--- config.mk ---
export PLATFORM = sky130hd
export DESIGN_NAME = parking_gate_controller
export DESIGN_NICKNAME = d
export VERILOG_FILES = /design/src/rtl/parking_gate_controller.sv
export SDC_FILE = /design/constraint.sdc
export NUM_CORES = 1
export LEC_CHECK = 0
export CORE_ASPECT_RATIO = 1.25
export CORE_MARGIN = 2
export CORE_UTILIZATION = 45
export DETAILED_ROUTE_END_ITERATION = 6
export GPL_TIMING_DRIVEN = 0
export PLACE_DENSITY = 0.74
export SYNTH_ARGS = -nofsm -noshare
export SYNTH_HDL_FRONTEND = slang
export SYNTH_SLANG_ARGS = --single-unit
export TNS_END_PERCENT = 100
--- constraint.sdc ---
create_clock -name clk -period 1.65 [get_ports clk]
set_clock_uncertainty 0.15 [all_clocks]
set_input_delay 0.2475 -clock clk [delete_from_list [all_inputs] [get_ports clk]]
set_output_delay 0.2475 -clock clk [all_outputs]
set_load 0.05 [all_outputs]
--- src/rtl/parking_gate_controller.sv ---
// Parking gate controller: two independent lanes (entry, exit), each with a
// synchronized and debounced loop detector driving a small barrier FSM.
// Entry checks zone vacancy for the latched badge class before opening;
// exit always opens. Strobes and class qualifiers feed the parking counter.

module pgc_sensor_filter #(
  parameter int DEBOUNCE = 3
) (
  input  logic clk,
  input  logic rst,
  input  logic i_raw,
  output logic o_arrive,
  output logic o_depart
);
  localparam int CW = (DEBOUNCE > 1) ? $clog2(DEBOUNCE) : 1;
  localparam logic [CW-1:0] CNT_LAST = CW'(DEBOUNCE - 1);

  logic          r_sync1;
  logic          r_sync2;
  logic          r_db;
  logic [CW-1:0] r_cnt;
  logic          w_flip;

  // The debounced state flips on the DEBOUNCE-th consecutive differing sample;
  // arrival/departure are reported in that same edge so the FSM reacts at once.
  assign w_flip   = (r_sync2 != r_db) && (r_cnt == CNT_LAST);
  assign o_arrive = w_flip & r_sync2;
  assign o_depart = w_flip & ~r_sync2;

  // Two-flop synchronizer followed by a run-length debouncer
  always_ff @(posedge clk) begin
    if (rst) begin
      r_sync1 <= 1'b0;
      r_sync2 <= 1'b0;
      r_db    <= 1'b0;
      r_cnt   <= {CW{1'b0}};
    end else begin
      r_sync1 <= i_raw;
      r_sync2 <= r_sync1;
      if (r_sync2 != r_db) begin
        if (r_cnt == CNT_LAST) begin
          r_db  <= r_sync2;
          r_cnt <= {CW{1'b0}};
        end else begin
          r_cnt <= r_cnt + CW'(1'b1);
        end
      end else begin
        r_cnt <= {CW{1'b0}};
      end
    end
  end
endmodule

module parking_gate_controller #(
  parameter int DEBOUNCE = 3,
  parameter int HOLD     = 4
) (
  input  logic clk,
  input  logic rst,
  input  logic entry_sensor,
  input  logic entry_badge_uni,
  input  logic exit_sensor,
  input  logic exit_badge_uni,
  input  logic uni_is_vacated_space,
  input  logic is_vacated_space,
  output logic entry_barrier_open,
  output logic exit_barrier_open,
  output logic entry_denied,
  output logic car_entered,
  output logic is_uni_car_entered,
  output logic car_exited,
  output logic is_uni_car_exited
);
  localparam int HW = (HOLD > 1) ? $clog2(HOLD) : 1;
  localparam logic [HW-1:0] HOLD_LAST = HW'(HOLD - 1);

  typedef enum logic [2:0] {
    E_IDLE      = 3'd0,
    E_CHECK     = 3'd1,
    E_OPEN      = 3'd2,
    E_HOLD_OPEN = 3'd3,
    E_DENY      = 3'd4
  } entry_state_t;

  typedef enum logic [1:0] {
    X_IDLE      = 2'd0,
    X_OPEN      = 2'd1,
    X_HOLD_OPEN = 2'd2
  } exit_state_t;

  logic w_e_arrive;
  logic w_e_depart;
  logic w_x_arrive;
  logic w_x_depart;

  entry_state_t  r_e_state;
  logic          r_e_class;
  logic [HW-1:0] r_e_hold;
  logic          r_e_barrier;
  logic          r_e_denied;
  logic          r_e_strobe;
  logic          r_e_qual;

  exit_state_t   r_x_state;
  logic          r_x_class;
  logic [HW-1:0] r_x_hold;
  logic          r_x_barrier;
  logic          r_x_strobe;
  logic          r_x_qual;

  pgc_sensor_filter #(.DEBOUNCE(DEBOUNCE)) u_entry_filter (
    .clk      (clk),
    .rst      (rst),
    .i_raw    (entry_sensor),
    .o_arrive (w_e_arrive),
    .o_depart (w_e_depart)
  );

  pgc_sensor_filter #(.DEBOUNCE(DEBOUNCE)) u_exit_filter (
    .clk      (clk),
    .rst      (rst),
    .i_raw    (exit_sensor),
    .o_arrive (w_x_arrive),
    .o_depart (w_x_depart)
  );

  // Entry lane: latch class on arrival, check vacancy once, open or refuse
  always_ff @(posedge clk) begin
    if (rst) begin
      r_e_state   <= E_IDLE;
      r_e_class   <= 1'b0;
      r_e_hold    <= {HW{1'b0}};
      r_e_barrier <= 1'b0;
      r_e_denied  <= 1'b0;
      r_e_strobe  <= 1'b0;
      r_e_qual    <= 1'b0;
    end else begin
      r_e_denied <= 1'b0;
      r_e_strobe <= 1'b0;
      case (r_e_state)
        E_IDLE: begin
          if (w_e_arrive) begin
            r_e_class <= entry_badge_uni;
            r_e_state <= E_CHECK;
          end
        end
        E_CHECK: begin
          // Vacancy is only looked at here; later changes cannot close the gate
          if (r_e_class ? uni_is_vacated_space : is_vacated_space) begin
            r_e_barrier <= 1'b1;
            r_e_state   <= E_OPEN;
          end else begin
            r_e_denied <= 1'b1;
            r_e_state  <= E_DENY;
          end
        end
        E_OPEN: begin
          if (w_e_depart) begin
            r_e_strobe <= 1'b1;
            r_e_qual   <= r_e_class;
            r_e_hold   <= {HW{1'b0}};
            r_e_state  <= E_HOLD_OPEN;
          end
        end
        E_HOLD_OPEN: begin
          if (r_e_hold == HOLD_LAST) begin
            r_e_barrier <= 1'b0;
            r_e_state   <= E_IDLE;
          end else begin
            r_e_hold <= r_e_hold + HW'(1'b1);
          end
        end
        E_DENY: begin
          if (w_e_depart) begin
            r_e_state <= E_IDLE;
          end
        end
        default: begin
          r_e_barrier <= 1'b0;
          r_e_state   <= E_IDLE;
        end
      endcase
    end
  end

  // Exit lane: always opens on arrival, counts the car out on departure
  always_ff @(posedge clk) begin
    if (rst) begin
      r_x_state   <= X_IDLE;
      r_x_class   <= 1'b0;
      r_x_hold    <= {HW{1'b0}};
      r_x_barrier <= 1'b0;
      r_x_strobe  <= 1'b0;
      r_x_qual    <= 1'b0;
    end else begin
      r_x_strobe <= 1'b0;
      case (r_x_state)
        X_IDLE: begin
          if (w_x_arrive) begin
            r_x_class   <= exit_badge_uni;
            r_x_barrier <= 1'b1;
            r_x_state   <= X_OPEN;
          end
        end
        X_OPEN: begin
          if (w_x_depart) begin
            r_x_strobe <= 1'b1;
            r_x_qual   <= r_x_class;
            r_x_hold   <= {HW{1'b0}};
            r_x_state  <= X_HOLD_OPEN;
          end
        end
        X_HOLD_OPEN: begin
          if (r_x_hold == HOLD_LAST) begin
            r_x_barrier <= 1'b0;
            r_x_state   <= X_IDLE;
          end else begin
            r_x_hold <= r_x_hold + HW'(1'b1);
          end
        end
        default: begin
          r_x_barrier <= 1'b0;
          r_x_state   <= X_IDLE;
        end
      endcase
    end
  end

  assign entry_barrier_open = r_e_barrier;
  assign entry_denied       = r_e_denied;
  assign car_entered        = r_e_strobe;
  assign is_uni_car_entered = r_e_qual;
  assign exit_barrier_open  = r_x_barrier;
  assign car_exited         = r_x_strobe;
  assign is_uni_car_exited  = r_x_qual;
endmodule

[After elaboration in Yosys (flattened, before gate mapping)]
Index checks and enable logic that the tools add are counted.
Word-level totals
  register bits after elaboration: 28
  input bits: 8
  word-level logic and storage cells: 109
Operators by class
  add/subtract/negate cells: 4
  equal/unequal tests: 22
  mux-type cells: 26
  bitwise gates (word level): 12
  reductions and logical operators: 24
Operators with widths (number)
  3-bit two-way mux: 5
  3-bit one-hot mux with 5 select lines: 1
  3-bit AND reduction: 5
  2-bit two-way mux: 7
  2-bit AND reduction: 6
  2-bit == test, second input constant: 5
  2-bit by 1-bit inequality test with 1-bit output, second input constant: 5
  2-bit inequality test, second input constant: 5
  3-bit OR reduction: 3
  2-bit by 1-bit adder with 2-bit output, second input constant: 4
  1-bit two-way mux: 8
  1-bit inverter: 8
  2-bit one-hot mux with 2 select lines: 2
  3-bit by 2-bit == test with 1-bit output, second input constant: 2
  1-bit one-hot mux with 3 select lines: 2
  2-bit one-hot mux with 3 select lines: 1
  2-bit OR reduction: 3
  1-bit AND: 4
  4-bit AND reduction: 1
  2-bit nonzero test: 2
  3-bit by 1-bit == test with 1-bit output, second input constant: 1
  3-bit == test, second input constant: 1
  3-bit zero test: 1
  2-bit by 1-bit == test with 1-bit output, second input constant: 1
  3 further kinds: 5

[Depth between registers and ports, before layout]
Gate-level depths: netlist of run 1.
  depth after elaboration: 5
  depth in mapped cells: 6

[Modules after synthesis]
Synthesis of run 1 repeated with hierarchy kept, for this count alone.
Unflattened totals
  cells, all modules: 128
  area total of the unflattened synthesis: 1171.1 µm²
By module, submodules not included
  parking_gate_controller: times used 1, cells an instance 94, area an instance 813.3 µm², sequential area each 360.3 µm²
  pgc_sensor_filter: times used 2, cells an instance 17, area an instance 178.9 µm², sequential area each 100.1 µm²

[Worst setup path before layout of run 1]
No wires, ideal clock.
  kind: reg-to-reg
  start point: register u_entry_filter.r_cnt[0]
  end point: register r_e_qual, in the netlist is_uni_car_entered
  library setup time: 128 ps
  data arrival time: 1176 ps
  required time: 1372 ps
  setup slack: 196 ps
  stages on the path, launching flop included: 7
  cell sequence: dfxtp_1 > inv_1 > ha_1 > nor3b_4 > nand3_1 > mux2i_1 > nor2_1
Between the ends
  cells in the longest elaborated chain, start to end: 4
Ends and longest elaborated chain
  start, declared: RTL line 21  | logic [CW-1:0] r_cnt;
  start signal, assigned: RTL line 36  | r_cnt <= {CW{1'b0}};
  start signal, assigned: RTL line 43  | r_cnt <= {CW{1'b0}};
  start signal, assigned: RTL line 45  | r_cnt <= r_cnt + CW'(1'b1);
  2-bit == test: RTL line 26  | assign w_flip = (r_sync2 != r_db) && (r_cnt == CNT_LAST);
  1-bit logical AND: RTL line 26
  1-bit AND: RTL line 28  | assign o_depart = w_flip & ~r_sync2;
  2-bit AND reduction (no source line)
  end signal, assigned: RTL line 160  | r_e_qual <= r_e_class;
  end, declared: RTL line 102  | logic r_e_qual;
Every way passes these cells.
A chain may end at the register's enable or synchronous reset.

[Final worst setup path of run 1]
  start point: register r_e_qual, in the netlist is_uni_car_entered
  end point: output port is_uni_car_entered
RTL lines
  end, declared: RTL line 70  | output logic is_uni_car_entered,
No word-level cell between the ends.

==> qor.yml, run 1 <==
ios: 15
p_total_mw: 1.09
period_minus_slack_ps: 1560
maxCapViolCount: 0
report.final.setup_viol: 0
clk_pin_slew_worst_paths_ps: 140
synth_area_um2: 1260
vdd_drop_max_v: 0.000542
cp.arrival_ps: 1160
worstPathCellList: "clkdlybuf4s15_1"
insertion_delay_ps: 310
critPathMaxFanout: 2
layout-drive-gt1-share: 0.151
ctsHoldBuffers: 0
cp_slowest_cell: "clkdlybuf4s15_1"
min_path_type: "flop to flop"
core_um2: 2680
finalHoldViolCount: 0
rsz0062_at_grt: "false"
final_common_cell: "dfxtp_1"
synth-warning-count: 0
synth_ff_type: "dfxtp_1"
vias_per_cell: 5.17
internal_power_mw: 0.858
grt_pass1_wl_um: 3880
grt_use_total: 0.155
slew_violations: 0
final_cell_mix: "28 x dfxtp_1, 20 x nor2_1, 9 x a21oi_1"
async_reset_ff_frac: 0
gp_congestion: 0.806
synth_edf_count: 0
power_density_nw_per_um2: 734
fin_nets: 165
area_growth_pct: 17.8
drc: 0
status: "complete, no violations"
cp_top_family: "buffers and inverters"
die_area_um2: 3240
slew_headroom: 0.672
preCtsSetupSlack_ps: -162
overflow: 0
cp_num_buf_inv: 1
die_w_um: 51.4
fin_crit_sh: 0.946
drt_wl_total_um: 2150
grt_max_degree: 16
crit_path_start_kind: "flop"
grt_pass1_vias: 952
antenna_found_initial: 0
final_cells: 186
tns_ps: 0
swShare: 0.213
syn_inst: 134
cts_buffer_depth: 2
cts_tree: "yes"
antenna_left: 0
nFillCells: 249
root_buffer: "clkbuf_4"
cts_max_level: 1
drt-initial-drc-count: 11
dr.pass1.iters: 2
pwr-share-comb: 0.071
seqPwrFrac: 0.635
port_buffers: 14
tightestPinTransition_ps: 492
ys_ff_latch: 28
timing.fmax_ghz: 0.641
pwr-share-clk: 0.294
rows: 21
setup_ws_ps: 89.6
place_inst: 182
cp-end-kind: "output port"
hpwl_um: 1630
diodes: 0
start_util: 0.471
critPathRequiredTime_ps: 1250
critical_path_class: "flop to output port"
leakagePower_nw: 0.585
ys_seq_area_frac: 0.444
avgSynthCellArea_um2: 9.41
wl_per_cell_um: 11.6
ys_types: 44
cts_buffers: 3
die_y_um: 63.2
power_switching_mw: 0.232
cpPeakStageDelay_ps: 490
synth_nets: 146
cts.sinks: 28
vias: 961
## sequential cells by signal, summed over array words and instances (netlist names), 2 cells and up
signal / count
u_entry_filter.r_cnt: 2
r_x_hold: 2
r_e_hold: 2
r_x_state: 2
u_exit_filter.r_cnt: 2
r_e_state: 3
## cell usage after synthesis (2+ instances only)
library cell	number	area (um2)
nor2b_1	7	43.8
inv_1	3	11.3
a21o_1	2	15.0
mux2i_1	6	60.1
a21oi_1	9	45.0
nand3_1	3	15.0
buf_4	3	22.5
nand2_1	8	30.0
nor2_1	20	75.1
nand2b_1	3	18.8
clkbuf_1	2	7.51
ha_1	4	50.1
nor4_1	2	12.5
dfxtp_1	28	561
a31oi_1	2	12.5
nor3_1	4	20.0
## metrics by stage
step,cell area (um2),hold slack [ps],util
floorplan,1260,226,-
global placement,1440,249,0.539
detailed placement,1440,252,0.539
CTS,1470,272,0.549
global route,1490,301,0.554
finish,1490,270,0.554
## repair_timing
item	in CTS	in global routing
endpoints found under the setup margin	7	8
buffers inserted	0	0
resized for setup	7	8
## layer usage
| layer | vias to the layer above | part of all wire | GRT usage |
|---|---|---|---|
| met5 | - | 0 | 0 |
| met4 | 0 | 0.0065 | 0.0592 |
| met3 | 2 | 0.029 | 0.0308 |
| met2 | 10 | 0.52 | 0.284 |
| met1 | 451 | 0.45 | 0.169 |
| li1 | 498 | - | - |
## logic make-up (layout without fill, tap and decap cells)
kind of cell / Yosys count / in the layout / share of synthesized area
DFF: 28 / 28 / 0.444
and+or+nand+nor: 59 / 59 / 0.268
buffers and inverters: 12 / 30 / 0.0526
AOI/OAI and AO/OA: 23 / 23 / 0.129
xor gates and xnor gates: 1 / 1 / 0.00695
adders and majority gates: 4 / 4 / 0.0397
muxes: 7 / 7 / 0.0595
## power groups by stage
stage	clock, mW	combinational, mW	sequential [mW]
floorplan	0	0.0399	0.715
global placement	0	0.0772	0.707
detailed placement	0	0.0790	0.707
CTS	0.332	0.0779	0.693
global route	0.367	0.0852	0.695
finish	0.321	0.0774	0.693
## path summary, 6_finish.rpt
| kind | startpoint | to | slack (ps) | cells after the start |
|---|---|---|---|---|
| min reg2reg | u_exit_filter.r_cnt[0] | u_exit_filter.r_cnt[0] | 270 | 1 |
| min | u_exit_filter.r_cnt[0] | u_exit_filter.r_cnt[0] | 270 | 1 |
| max reg2reg | u_exit_filter.r_cnt[0] | is_uni_car_exited | 110 | 6 |
| max | is_uni_car_entered | is_uni_car_entered | 90 | 1 |
## cell type report
cell class | instances | area, um2 | area share
flip-flops and latches | 28 | 561 | 0.377
multi-input cells | 94 | 648 | 0.436
inverters | 4 | 15.0 | 0.0101
plain buffers | 8 | 51.3 | 0.0345
clock buffers | 4 | 36.3 | 0.0244
well taps | 34 | 42.5 | 0.0286
repair buffers | 14 | 131 | 0.0885
No activity file was read; power rests on OpenSTA's default activity.
==> run 2: changes to the inputs <==
--- a/config.mk
+++ b/config.mk
@@ -11,6 +11,7 @@
 export DETAILED_ROUTE_END_ITERATION = 6
 export GPL_TIMING_DRIVEN = 0
 export PLACE_DENSITY = 0.74
+export SETUP_SLACK_MARGIN = 0.1
 export SYNTH_ARGS = -nofsm -noshare
 export SYNTH_HDL_FRONTEND = slang
 export SYNTH_SLANG_ARGS = --single-unit
==> run 2 against run 1 <==
  * Maximum frequency increased by 5.0%
  * Critical path type unchanged
  * Sequential cell count unchanged
  * Critical path depth unchanged
  * Via count increased by 2.9%
  * Clock power about the same
  * Largest cell class unchanged
  * Utilization increased by 3.9 points
  * Setup slack improved by 74 ps
  * Final cell count increased by 1.1%
  * Sequential power about the same
  * Routed wire length increased by 8.9%
  * Combinational power increased by 6.7%
  * Final area increased by 7.0%
==> qor.yml, run 2 (synthesized netlist as in run 1, its figures left out) <==
status: "complete, no violations"  # unchanged
top_usage_layer: "met2"  # unchanged
clk_pin_slew_worst_paths_ps: 140  # about the same
cts_buffer_depth: 2  # unchanged
preCtsSetupSlack_ps: -162  # unchanged
cp_top_family: "flip-flops"  # was buffers and inverters
hpwl_um: 1630  # unchanged
worstPathCellList: "clkdlybuf4s15_2"  # was clkdlybuf4s15_1
critical_path_class: "flop to output port"  # unchanged
ctsHoldBuffers: 0  # unchanged
period_minus_slack_ps: 1490  # was 1560 ps
power_density_nw_per_um2: 692  # was 734 nW/um2
die_area_um2: 3240  # unchanged
die_w_um: 51.4  # unchanged
largest-register: "r_e_state"  # unchanged
vias_per_cell: 5.26  # was 5.17
min_path_type: "flop to flop"  # unchanged
grt_pass1_wl_um: 3910  # was 3880 um
largest_reg_flops: 3  # unchanged
final_common_cell: "dfxtp_1"  # unchanged
critPathRequiredTime_ps: 1250  # about the same
rows: 21  # unchanged
nFillCells: 235  # was 249
gp_congestion: 0.806  # unchanged
cts_max_level: 1  # unchanged
cp.arrival_ps: 1090  # was 1160 ps
slew_violations: 0  # unchanged
drt_wl_total_um: 2350  # was 2150 um
wl_per_cell_um: 12.5  # was 11.6 um
slew_headroom: 0.667  # was 0.672
grt_use_met3: 0.0308  # unchanged
fin_crit_sh: 0.901  # was 0.946
root_buffer: "clkbuf_4"  # unchanged
insertion_delay_ps: 320  # was 310 ps
antenna_left: 0  # unchanged
diodes: 0  # unchanged
tightestPinTransition_ps: 500  # was 492 ps
ios: 15  # unchanged
crit_path_start_kind: "flop"  # unchanged
multiInputGateArea_um2: 723  # was 648 um2
cts_tree: "yes"  # unchanged
maxCapViolCount: 0  # unchanged
grt_pass1_vias: 954  # was 952
core_um2: 2680  # unchanged
grt_use_total: 0.156  # was 0.155
leakagePower_nw: 0.600  # was 0.585 nW
drt-initial-drc-count: 17  # was 11
vdd_drop_max_v: 0.000540  # was 0.000542 V
cts.sinks: 28  # unchanged
grt_use_met1: 0.169  # unchanged
vias: 989  # was 961
critPathMaxFanout: 3  # was 2
setup_ws_ps: 164  # was 89.6 ps
dr.pass1.iters: 4  # was 2
overflow: 0  # unchanged
cpPeakStageDelay_ps: 380  # was 490 ps
rsz0062_at_grt: "true"  # was false
antenna_found_initial: 0  # unchanged
cts_buffers: 3  # unchanged
die_y_um: 63.2  # unchanged
timing.fmax_ghz: 0.673  # was 0.641 GHz
fin_util: 0.593  # was 0.554
report.final.setup_viol: 0  # unchanged
drc: 0  # unchanged
final_cell_mix: "26 x dfxtp_1, 20 x nor2_1, 9 x a21oi_1"  # was 28 x dfxtp_1, 20 x nor2_1, 9 x a21oi_1
cp_slowest_cell: "dfxtp_1"  # was clkdlybuf4s15_1
fin_nets: 167  # was 165
cp-end-kind: "output port"  # unchanged
area_growth_pct: 26.0  # was 17.8%
grtUsageMet2: 0.287  # was 0.284
finalHoldViolCount: 0  # unchanged
grt_max_degree: 16  # unchanged
port_buffers: 14  # unchanged
layout-drive-gt1-share: 0.260  # was 0.151
cp_num_buf_inv: 1  # unchanged
ff_latch_area_um2: 563  # was 561 um2
start_util: 0.471  # unchanged
-- run 2: final cells by class --
type,count,area share
Buffer,8,0.0323
Multi-Input combinational cell,94,0.455
Inverter,4,0.00945
Tap cell,34,0.0268
Sequential cell,28,0.354
Clock buffer,4,0.0228
Timing Repair Buffer,16,0.0992
-- run 2: timing repair --
item                       4_1_cts  5_1_grt
buffers inserted                 0        2
gates cloned                     0        0
setup endpoints to repair       11       10
resized for setup               23       14
pin swaps                        0        4
-- run 2: power by group --
part	internal, mW	total [mW]	switching [mW]	leakage [nW]
Clock	0.135	0.324	0.189	0.0210
Sequential	0.687	0.694	0.00663	0.228
Combinational	0.0398	0.0826	0.0427	0.352
Total	0.862	1.10	0.238	0.600
-- run 2: through the flow --
step	std cells	hold slack, ps	cell area (um2)	total power [mW]	TNS, ps
after CTS	186	272	1500	1.10	0
after detailed placement	182	252	1440	0.787	-1010
after global placement	182	249	1440	0.784	-623
final	188	253	1590	1.10	0
after floorplan	134	226	1260	0.754	0
after global routing	188	274	1590	1.15	0
-- run 2: final timing paths --
check	from	to	slack [ps]	cells past startpoint
worst min register to register	u_exit_filter.r_cnt[0]	u_exit_filter.r_cnt[0]	250	1
worst max register to register	u_exit_filter.r_cnt[0]	r_x_class	170	6
worst min-delay path	u_exit_filter.r_cnt[0]	u_exit_filter.r_cnt[0]	250	1
worst max-delay path	exit_barrier_open	exit_barrier_open	160	1
-- run 2: metal layers --
layer | part of all wire | wire length [um]
met2 | 0.54 | 1270
met3 | 0.041 | 96
met1 | 0.41 | 951
met5 | 0 | 0
met4 | 0.012 | 29
